$ cat src/rtl/mem_pkg.sv
// rtl/mem_pkg.sv - shared funct3 encodings and FSM state type for the memory stage
package mem_pkg;

    localparam logic [2:0] F3_B  = 3'b000;
    localparam logic [2:0] F3_H  = 3'b001;
    localparam logic [2:0] F3_W  = 3'b010;
    localparam logic [2:0] F3_BU = 3'b100;
    localparam logic [2:0] F3_HU = 3'b101;

    typedef enum logic {
        IDLE = 1'b0,
        WAIT = 1'b1
    } mem_state_t;

endpackage

$ cat src/rtl/load_align.sv
// rtl/load_align.sv - selects the addressed byte/half/word lane and sign/zero-extends it
module load_align
    import mem_pkg::*;
(
    input  logic [31:0] rdata_i,
    input  logic [1:0]  addr_lo_i,
    input  logic [2:0]  funct3_i,
    output logic [31:0] data_o
);

    logic [7:0]  byte_sel;
    logic [15:0] half_sel;

    always_comb begin
        byte_sel = 8'h00;
        case (addr_lo_i)
            2'd0: byte_sel = rdata_i[7:0];
            2'd1: byte_sel = rdata_i[15:8];
            2'd2: byte_sel = rdata_i[23:16];
            2'd3: byte_sel = rdata_i[31:24];
            default: byte_sel = 8'h00;
        endcase
        // Halfword lane comes only from addr[1]; addr[0] is ignored.
        half_sel = addr_lo_i[1] ? rdata_i[31:16] : rdata_i[15:0];

        data_o = 32'h0;
        case (funct3_i)
            F3_B:    data_o = {{24{byte_sel[7]}}, byte_sel};
            F3_H:    data_o = {{16{half_sel[15]}}, half_sel};
            F3_W:    data_o = rdata_i;
            F3_BU:   data_o = {24'h0, byte_sel};
            F3_HU:   data_o = {16'h0, half_sel};
            default: data_o = 32'h0;
        endcase
    end

endmodule

$ cat src/rtl/mem_stage.sv
// rtl/mem_stage.sv - data-memory access stage with ack-wait FSM and MEM/WB register
module mem_stage
    import mem_pkg::*;
#(
    parameter int ADDR_W = 32
) (
    input  logic              clk,
    input  logic              rst,
    input  logic              ex_valid,
    input  logic [31:0]       ex_alu_result,
    input  logic [31:0]       ex_store_data,
    input  logic [2:0]        ex_funct3,
    input  logic              ex_mem_read,
    input  logic              ex_mem_write,
    input  logic              ex_mem_2_reg_src,
    input  logic [4:0]        ex_rd_addr,
    input  logic              ex_reg_write,
    input  logic              ex_f_reg_write,
    input  logic [31:0]       ex_f_alu_result,
    output logic              dm_req,
    output logic              dm_we,
    output logic [ADDR_W-1:0] dm_addr,
    output logic [3:0]        dm_wstrb,
    output logic [31:0]       dm_wdata,
    input  logic [31:0]       dm_rdata,
    input  logic              dm_ack,
    output logic              mem_stall,
    output logic [31:0]       rd_data,
    output logic [31:0]       DM_data_out,
    output logic [31:0]       f_alu_result,
    output logic              mem_2_reg_src,
    output logic              reg_write,
    output logic              f_reg_write,
    output logic [4:0]        rd_addr_out
);

    mem_state_t  state_q;
    logic [31:0] lat_alu_q, lat_sdata_q, lat_falu_q;
    logic [2:0]  lat_f3_q;
    logic [4:0]  lat_rd_q;
    logic        lat_we_q, lat_m2r_q, lat_rw_q, lat_frw_q;

    logic        in_wait, access, cur_we, cur_m2r, cur_rw, cur_frw;
    logic [31:0] cur_alu, cur_sdata, cur_falu, load_data;
    logic [2:0]  cur_f3;
    logic [4:0]  cur_rd;

    // In WAIT the request is replayed from the latched copy so upstream changes are ignored.
    assign in_wait   = (state_q == WAIT);
    assign access    = in_wait | (ex_valid & (ex_mem_read | ex_mem_write));
    assign cur_alu   = in_wait ? lat_alu_q   : ex_alu_result;
    assign cur_sdata = in_wait ? lat_sdata_q : ex_store_data;
    assign cur_falu  = in_wait ? lat_falu_q  : ex_f_alu_result;
    assign cur_f3    = in_wait ? lat_f3_q    : ex_funct3;
    assign cur_rd    = in_wait ? lat_rd_q    : ex_rd_addr;
    assign cur_we    = in_wait ? lat_we_q    : ex_mem_write;
    assign cur_m2r   = in_wait ? lat_m2r_q   : ex_mem_2_reg_src;
    assign cur_rw    = in_wait ? lat_rw_q    : (ex_valid & ex_reg_write);
    assign cur_frw   = in_wait ? lat_frw_q   : (ex_valid & ex_f_reg_write);

    assign dm_req    = access;
    assign dm_we     = access & cur_we;
    assign dm_addr   = {cur_alu[ADDR_W-1:2], 2'b00};
    assign mem_stall = access & ~dm_ack;

    always_comb begin
        dm_wstrb = 4'b0000;
        dm_wdata = 32'h0;
        if (access && cur_we) begin
            case (cur_f3[1:0])
                2'b00: begin
                    dm_wstrb = 4'b0001 << cur_alu[1:0];
                    dm_wdata = {4{cur_sdata[7:0]}};
                end
                2'b01: begin
                    dm_wstrb = cur_alu[1] ? 4'b1100 : 4'b0011;
                    dm_wdata = {2{cur_sdata[15:0]}};
                end
                2'b10: begin
                    dm_wstrb = 4'b1111;
                    dm_wdata = cur_sdata;
                end
                default: begin
                    dm_wstrb = 4'b0000;
                    dm_wdata = 32'h0;
                end
            endcase
        end
    end

    load_align u_load_align (
        .rdata_i   (dm_rdata),
        .addr_lo_i (cur_alu[1:0]),
        .funct3_i  (cur_f3),
        .data_o    (load_data)
    );

    always_ff @(posedge clk) begin
        if (rst) begin
            state_q       <= IDLE;
            lat_alu_q     <= 32'h0;
            lat_sdata_q   <= 32'h0;
            lat_falu_q    <= 32'h0;
            lat_f3_q      <= 3'b000;
            lat_rd_q      <= 5'd0;
            lat_we_q      <= 1'b0;
            lat_m2r_q     <= 1'b0;
            lat_rw_q      <= 1'b0;
            lat_frw_q     <= 1'b0;
            rd_data       <= 32'h0;
            DM_data_out   <= 32'h0;
            f_alu_result  <= 32'h0;
            mem_2_reg_src <= 1'b0;
            reg_write     <= 1'b0;
            f_reg_write   <= 1'b0;
            rd_addr_out   <= 5'd0;
        end else begin
            if (!in_wait) begin
                lat_alu_q   <= ex_alu_result;
                lat_sdata_q <= ex_store_data;
                lat_falu_q  <= ex_f_alu_result;
                lat_f3_q    <= ex_funct3;
                lat_rd_q    <= ex_rd_addr;
                lat_we_q    <= ex_mem_write;
                lat_m2r_q   <= ex_mem_2_reg_src;
                lat_rw_q    <= ex_valid & ex_reg_write;
                lat_frw_q   <= ex_valid & ex_f_reg_write;
            end
            state_q <= mem_stall ? WAIT : IDLE;

            if (mem_stall) begin
                reg_write   <= 1'b0;
                f_reg_write <= 1'b0;
            end else begin
                rd_data       <= cur_alu;
                f_alu_result  <= cur_falu;
                rd_addr_out   <= cur_rd;
                mem_2_reg_src <= cur_m2r;
                reg_write     <= cur_rw;
                f_reg_write   <= cur_frw;
                DM_data_out   <= (access && !cur_we) ? load_data : 32'h0;
            end
        end
    end

endmodule
$ cat config.mk
export PLATFORM = sky130hd
export DESIGN_NAME = mem_stage
export DESIGN_NICKNAME = d
export VERILOG_FILES = /design/src/rtl/mem_pkg.sv /design/src/rtl/load_align.sv /design/src/rtl/mem_stage.sv
export SDC_FILE = /design/constraint.sdc
export NUM_CORES = 1
export LEC_CHECK = 0
export BUFFER_PORTS_ARGS = -buffer_cell sky130_fd_sc_hd__buf_2
export CAP_MARGIN = 10
export CORE_MARGIN = 10
export CORE_UTILIZATION = 40
export CTS_CLUSTER_SIZE = 12
export DETAILED_ROUTE_END_ITERATION = 8
export PLACE_DENSITY_LB_ADDON = 0.25
export SLEW_MARGIN = 20
export SYNTH_ARGS = -nofsm -noshare
export SYNTH_HDL_FRONTEND = slang
export SYNTH_SLANG_ARGS = --single-unit
$ cat constraint.sdc
create_clock -name clk -period 1.9 [get_ports clk]
set_clock_uncertainty 0.15 [all_clocks]
set_input_delay 0.095 -clock clk [delete_from_list [all_inputs] [get_ports clk]]
set_output_delay 0.095 -clock clk [all_outputs]
set_load 0.02 [all_outputs]
# [Yosys cells after proc, flatten, opt, wreduce, memory -nomap -nowiden]
# Index checks and enable logic that the tools add are counted.
[word_totals] register_bits=213 word_cells=61 memories=0 latchBits=0 rom_bits=0 ramBits=0 out_inout_bits=175
[classes] multipliers=0 n_eq_ne=9 shift=1 magnitude_cmp=0 n_div=0 n_mux=19 reduce_logical=7 add_sub_neg=0 bitwise_logic=8
[ops] op="32-bit 2-to-1 mux" n=5
[ops] op="32-bit case mux with 5 select lines" n=1
[ops] op="32-bit case mux with 3 select lines" n=1
[ops] op="8-bit case mux with 4 select lines" n=1
[ops] op="16-bit 2-to-1 mux" n=1
[ops] op="4-bit case mux with 3 select lines" n=1
[ops] op="4-bit 2-to-1 mux" n=2
[ops] op="2-bit == test, second input constant" n=3
[ops] op="3-bit == test, second input constant" n=2
[ops] op="1-bit AND" n=5
[ops] op="1-bit 2-to-1 mux" n=5
[ops] op="5-bit 2-to-1 mux" n=1
[ops] op="2-bit by 1-bit == test with 1-bit output, second input constant" n=2
[ops] op="2-bit logical NOT" n=2
[ops] op="1-bit by 2-bit << shifter with 4-bit output, first input constant" n=1
[ops] op="3-bit by 1-bit == test with 1-bit output, second input constant" n=1
[ops] op="3-bit by 2-bit == test with 1-bit output, second input constant" n=1
[ops] op="3-bit logical NOT" n=1
[ops] op="3-bit 2-to-1 mux" n=1
[ops] op="1-bit logical AND" n=2
[ops] op="1-bit OR" n=2
[ops] op="2-bit OR reduction" n=1
[ops] op="1-bit logical NOT" n=1
[ops] op="1-bit inverter" n=1

# [Depth between registers and ports, before layout]
[logic_depth] depth_word=5 depth_mapped=8 ltp_nobuf=5

# [Modules after synthesis]
# A second synthesis with hierarchy kept.
[unflattened] hier_cells=958 area_unflattened_um2=9694.3
[by_module_without_submodules] module="mem_stage" cells_per_inst=835 instances=1 area_per_inst_um2=8758.4
[by_module_without_submodules] module="load_align" cells_per_inst=123 instances=1 area_per_inst_um2=935.9

# [Worst setup path before layout]
# No wires, ideal clock.
[synth_path] path_kind="register to output" startpoint="register state_q, in the netlist in_wait" endpoint="output port dm_wdata[30]" setup_slack_ns=-0.191 arrival_ns=1.846 n_path_buf=3 required_ns=1.655 path_stages_with_launch=8 cell_sequence="dfxtp_1 > buf_6 > mux2_1 > buf_2 > buf_1 > nor2_1 > o21ai_0 > a21oi_1"
[synth_between] elab_chain_len=4 word_cells_on_any_way=10 classes_between="eq/ne (2); mux (5); bitwise (1); reduce/logical (2)"
[synth_lines] element="from (decl)" line="mem_stage.sv:37" rtl="mem_state_t state_q;"
[synth_lines] element="from (signal assigned)" line="mem_stage.sv:129" rtl="state_q <= mem_stall ? WAIT : IDLE;"
[synth_lines] element="3-bit 2-to-1 mux"
[synth_lines] element="2-bit == test (tied with other cells)" line="mem_stage.sv:70" rtl="case (cur_f3[1:0])"
[synth_lines] element="32-bit case mux with 3 select lines" line="mem_stage.sv:70"
[synth_lines] element="32-bit 2-to-1 mux (*)" line="mem_stage.sv:69" rtl="if (access && cur_we) begin"
[synth_lines] element="to (decl)" line="mem_stage.sv:24" rtl="output logic [31:0] dm_wdata,"
# Mark *: on every way between the ends. The rest lies on a longest branch, timed or not.

# [Worst setup path after layout]
[layout_path] startpoint="register state_q, in the netlist in_wait" endpoint="output port dm_wdata[12]"
# The elaborated chain is that of the path after synthesis.

==> summary.md <==
| Metric | Value |
|---|---|
| Status | complete, but fails checks |
| Failing checks | hold timing, setup timing |
| Worst Setup End Kind | output port |
| Flop2flop setup slack | -330 ps |
| Crit path to | dm_wdata[12] |
| Ys async rst share | 0% |
| Fin crit share | 127% |
| Global route overflow | 0 |
| Top cells by area, synth | dfxtp_1 49%, mux2i_1 12%, nor2_1 9.1% |
| Internal | 9130 uW |
| F_max | 414 MHz |
| Slew HR | 28.1% |
| # rows | 54 |
| Comb pwr share | 26.1% |
| Die Height | 168 um |
| PortBufs | 317 |
| DRC violation count after routing | 0 |
| Initial DRT Pass Iterations | 7 |
| Clk buf depth | 3 |
| IO Count | 320 |
| Final WS setup | -517 ps |
| Die W | 168 um |
| Final ANT Viol Nets | 0 |
| Net Sw Frac | 29.5% |
| Vias in the first global route | 9798 |
| Seq pwr share | 38.3% |
| R2R depth | 8 |
| Setup-failing EPs final | 177 |
| DP HPWL | 20.5 mm |
| Worst-Margin Slew | 1080 ps |
| Initial antenna violation count | 1 |
| RSZ-0062 raised after global routing | yes |
| Vias | 9771 |
| EDFF count, synth | 0 |
| CP startpoint kind | flop |
| Max H-tree Level | 1 |
| Final RePlAce weighted congestion | 0.843 |
| Number of synthesis warnings | 0 |
| Psw | 3820 uW |
| Leakage Power | 0.00714 uW |
| Register bit total from synthesis | 213 |
| Drt wl/cell | 22.1 um |
| Drt total wl | 40.0 mm |
| Cells after Synth | 948 |
| Crit. Startpoint | in_wait |
| Worst hold slack | -31.2 ps |
| Post-synth top area share | 48.5% |
| Final Hold Fails | 1 |
| Core box area | 21700 um^2 |
| Layout Utilization | 77.9% |
| Power Density | 767 nW/um^2 |
| Synth cell types | 46 |
| Initial DRC Count | 649 |
| Root buf cell | clkbuf_16 |
| Max-Cap Viols | 0 |
| Placed Cells | 1515 |
| Peak VDD IR | 0.686 mV |
| Cts bufs inserted | 24 |
| WP data arrival | 2170 ps |
| Slew Viols, Final | 0 |
| Minimum clock period after layout | 2420 ps |
| R2r startpoint | in_wait |
| Worst-skew pair later-pin latency | 520 ps |
| First-pass GRT wire length | 55.0 mm |
| Clock Power Share | 35.6% |
| Critical path type | reg2out |
| Dpl ws | -294 ps |
| Via density | 5.39 |
| Layout Area Growth over Synthesis | 92.2% |
| Final nets | 1662 |
| TritonCTS clock tree | done |
| Setup TNS | -42990 ps |
| Clk slew on worst S/H paths | 60 ps |
| Critical path required time | 1650 ps |
| R2r endpoint | DM_data_out[4] |
| Worst min path class | in2reg |
| Area leader, netlist | dfxtp_1 |
| Most frequent cells in the layout | 254 x buf_2, 212 x dfxtp_1, 151 x nor2_1 |
| Die area | 28300 um^2 |
| Commonest non-fill, non-tap cell in the layout | buf_2 |
| Syn avg cell area | 9.27 um^2 |
| Total power | 12900 uW |
| Post-Layout Cell Count | 1812 |
| Fraction of layout cells with a size suffix above 1 | 56.1% |
| Post-Syn Area | 8780 um^2 |
| Sequential area share after synthesis | 48.5% |
| Crit path max fanout | 8 |
| Main synth FF type | dfxtp_1 |
| Gr usage total | 23.7% |
| Number of clock sinks | 213 |
| Initial Utilization | 40.5% |
| Largest net degree at the start of global routing | 151 |
## per-layer routing
| layer | GRT usage (%) | vias up | wire length [um] |
|---|---|---|---|
| met5 | 0 | - | 0 |
| met4 | 10.1 | 0 | 1910 |
| met3 | 6.05 | 137 | 2980 |
| met2 | 41.4 | 505 | 20100 |
| met1 | 26.8 | 4683 | 15000 |
| li1 | - | 4446 | - |
## cells by family (layout without fill, tap and decap cells)
| family | Yosys count | after routing | synth area share, % |
|---|---|---|---|
| DFF | 213 | 213 | 48.5 |
| buffers and inverters | 140 | 721 | 8.05 |
| and+or+nand+nor | 259 | 259 | 12.1 |
| muxes | 123 | 123 | 14.5 |
| AOI/OAI and AO/OA | 212 | 212 | 16.8 |
| other | 1 | 4 | 0.0427 |
## how the worst min path moves through the flow
stage / cells past startpoint / to / slack, ps / from
floorplan: 2 / DM_data_out[20] / 100 / dm_rdata[20]
global placement: 3 / lat_falu_q[21] / 200 / ex_f_alu_result[21]
detailed placement: 3 / lat_falu_q[28] / 210 / ex_f_alu_result[28]
CTS: 4 / lat_alu_q[0] / -40 / ex_alu_result[0]
global route: 4 / lat_alu_q[0] / 10 / ex_alu_result[0]
finish: 4 / lat_alu_q[0] / -30 / ex_alu_result[0]
## synthesized netlist by cell type (all sizes together), types with 2 or more instances
cell      n
mux2     21
nor2    212
and2      2
clkbuf   42
o221ai    2
buf      62
a32oi    16
dfxtp   213
a21oi    23
a222oi    8
nor3      2
a31oi     8
or4b      2
a211oi   71
o22ai     6
a22oi    19
inv      36
nand2b    4
o21ai    53
or3       7
mux2i   101
nand2    19
nor2b     7
## registers in the layout (all words and copies together) (netlist names), 5 cells and up
register      cells
lat_rd_q          5
rd_data          32
f_alu_result     32
lat_alu_q        32
lat_sdata_q      32
lat_falu_q       32
rd_addr_out       5
DM_data_out      32
## power by group through the flow
stage | sequential (uW) | combinational, uW | clock, uW
after floorplan | 5130 | 1060 | 0
after global placement | 4960 | 1920 | 0
after detailed placement | 4970 | 1940 | 0
after CTS | 4900 | 2890 | 4620
after global routing | 4990 | 3550 | 4850
final | 4960 | 3380 | 4610
## through the flow
step / hold WS (ps) / instance area [um^2]
floorplan: 102 / 9020
global placement: 202 / 11100
global route: 9.74 / 16900
detailed placement: 207 / 11100
CTS: -41.6 / 15700
finish: -31.2 / 16900
## worst max-delay path, cell delays in order (launching register included)
cell     delay (ps)
dfxtp_4         380
buf_12          140
buf_4           190
mux2i_2         190
or3_4           430
a21oi_2         170
buf_6           140
## cell type report
type | count | area [um^2]
timing repair buffer | 646 | 5700
multi-input combinational | 596 | 5650
fill | 1232 | 4800
sequential | 213 | 4270
clock buffer | 33 | 706
tap | 280 | 350
inverter | 36 | 145
clock inverter | 6 | 62.6
antenna | 2 | 5.00
## repair_timing
| item | CTS | global route |
|---|---|---|
| cloned | 17 | 10 |
| pin swaps | 30 | 67 |
| resized for setup | 352 | 256 |
| setup buffers | 67 | 40 |
| endpoints found under the setup margin | 104 | 195 |
| hold buffers | 138 | 0 |
| hold endpoints to repair | 205 | 0 |
(Power assumes the default switching activity.)
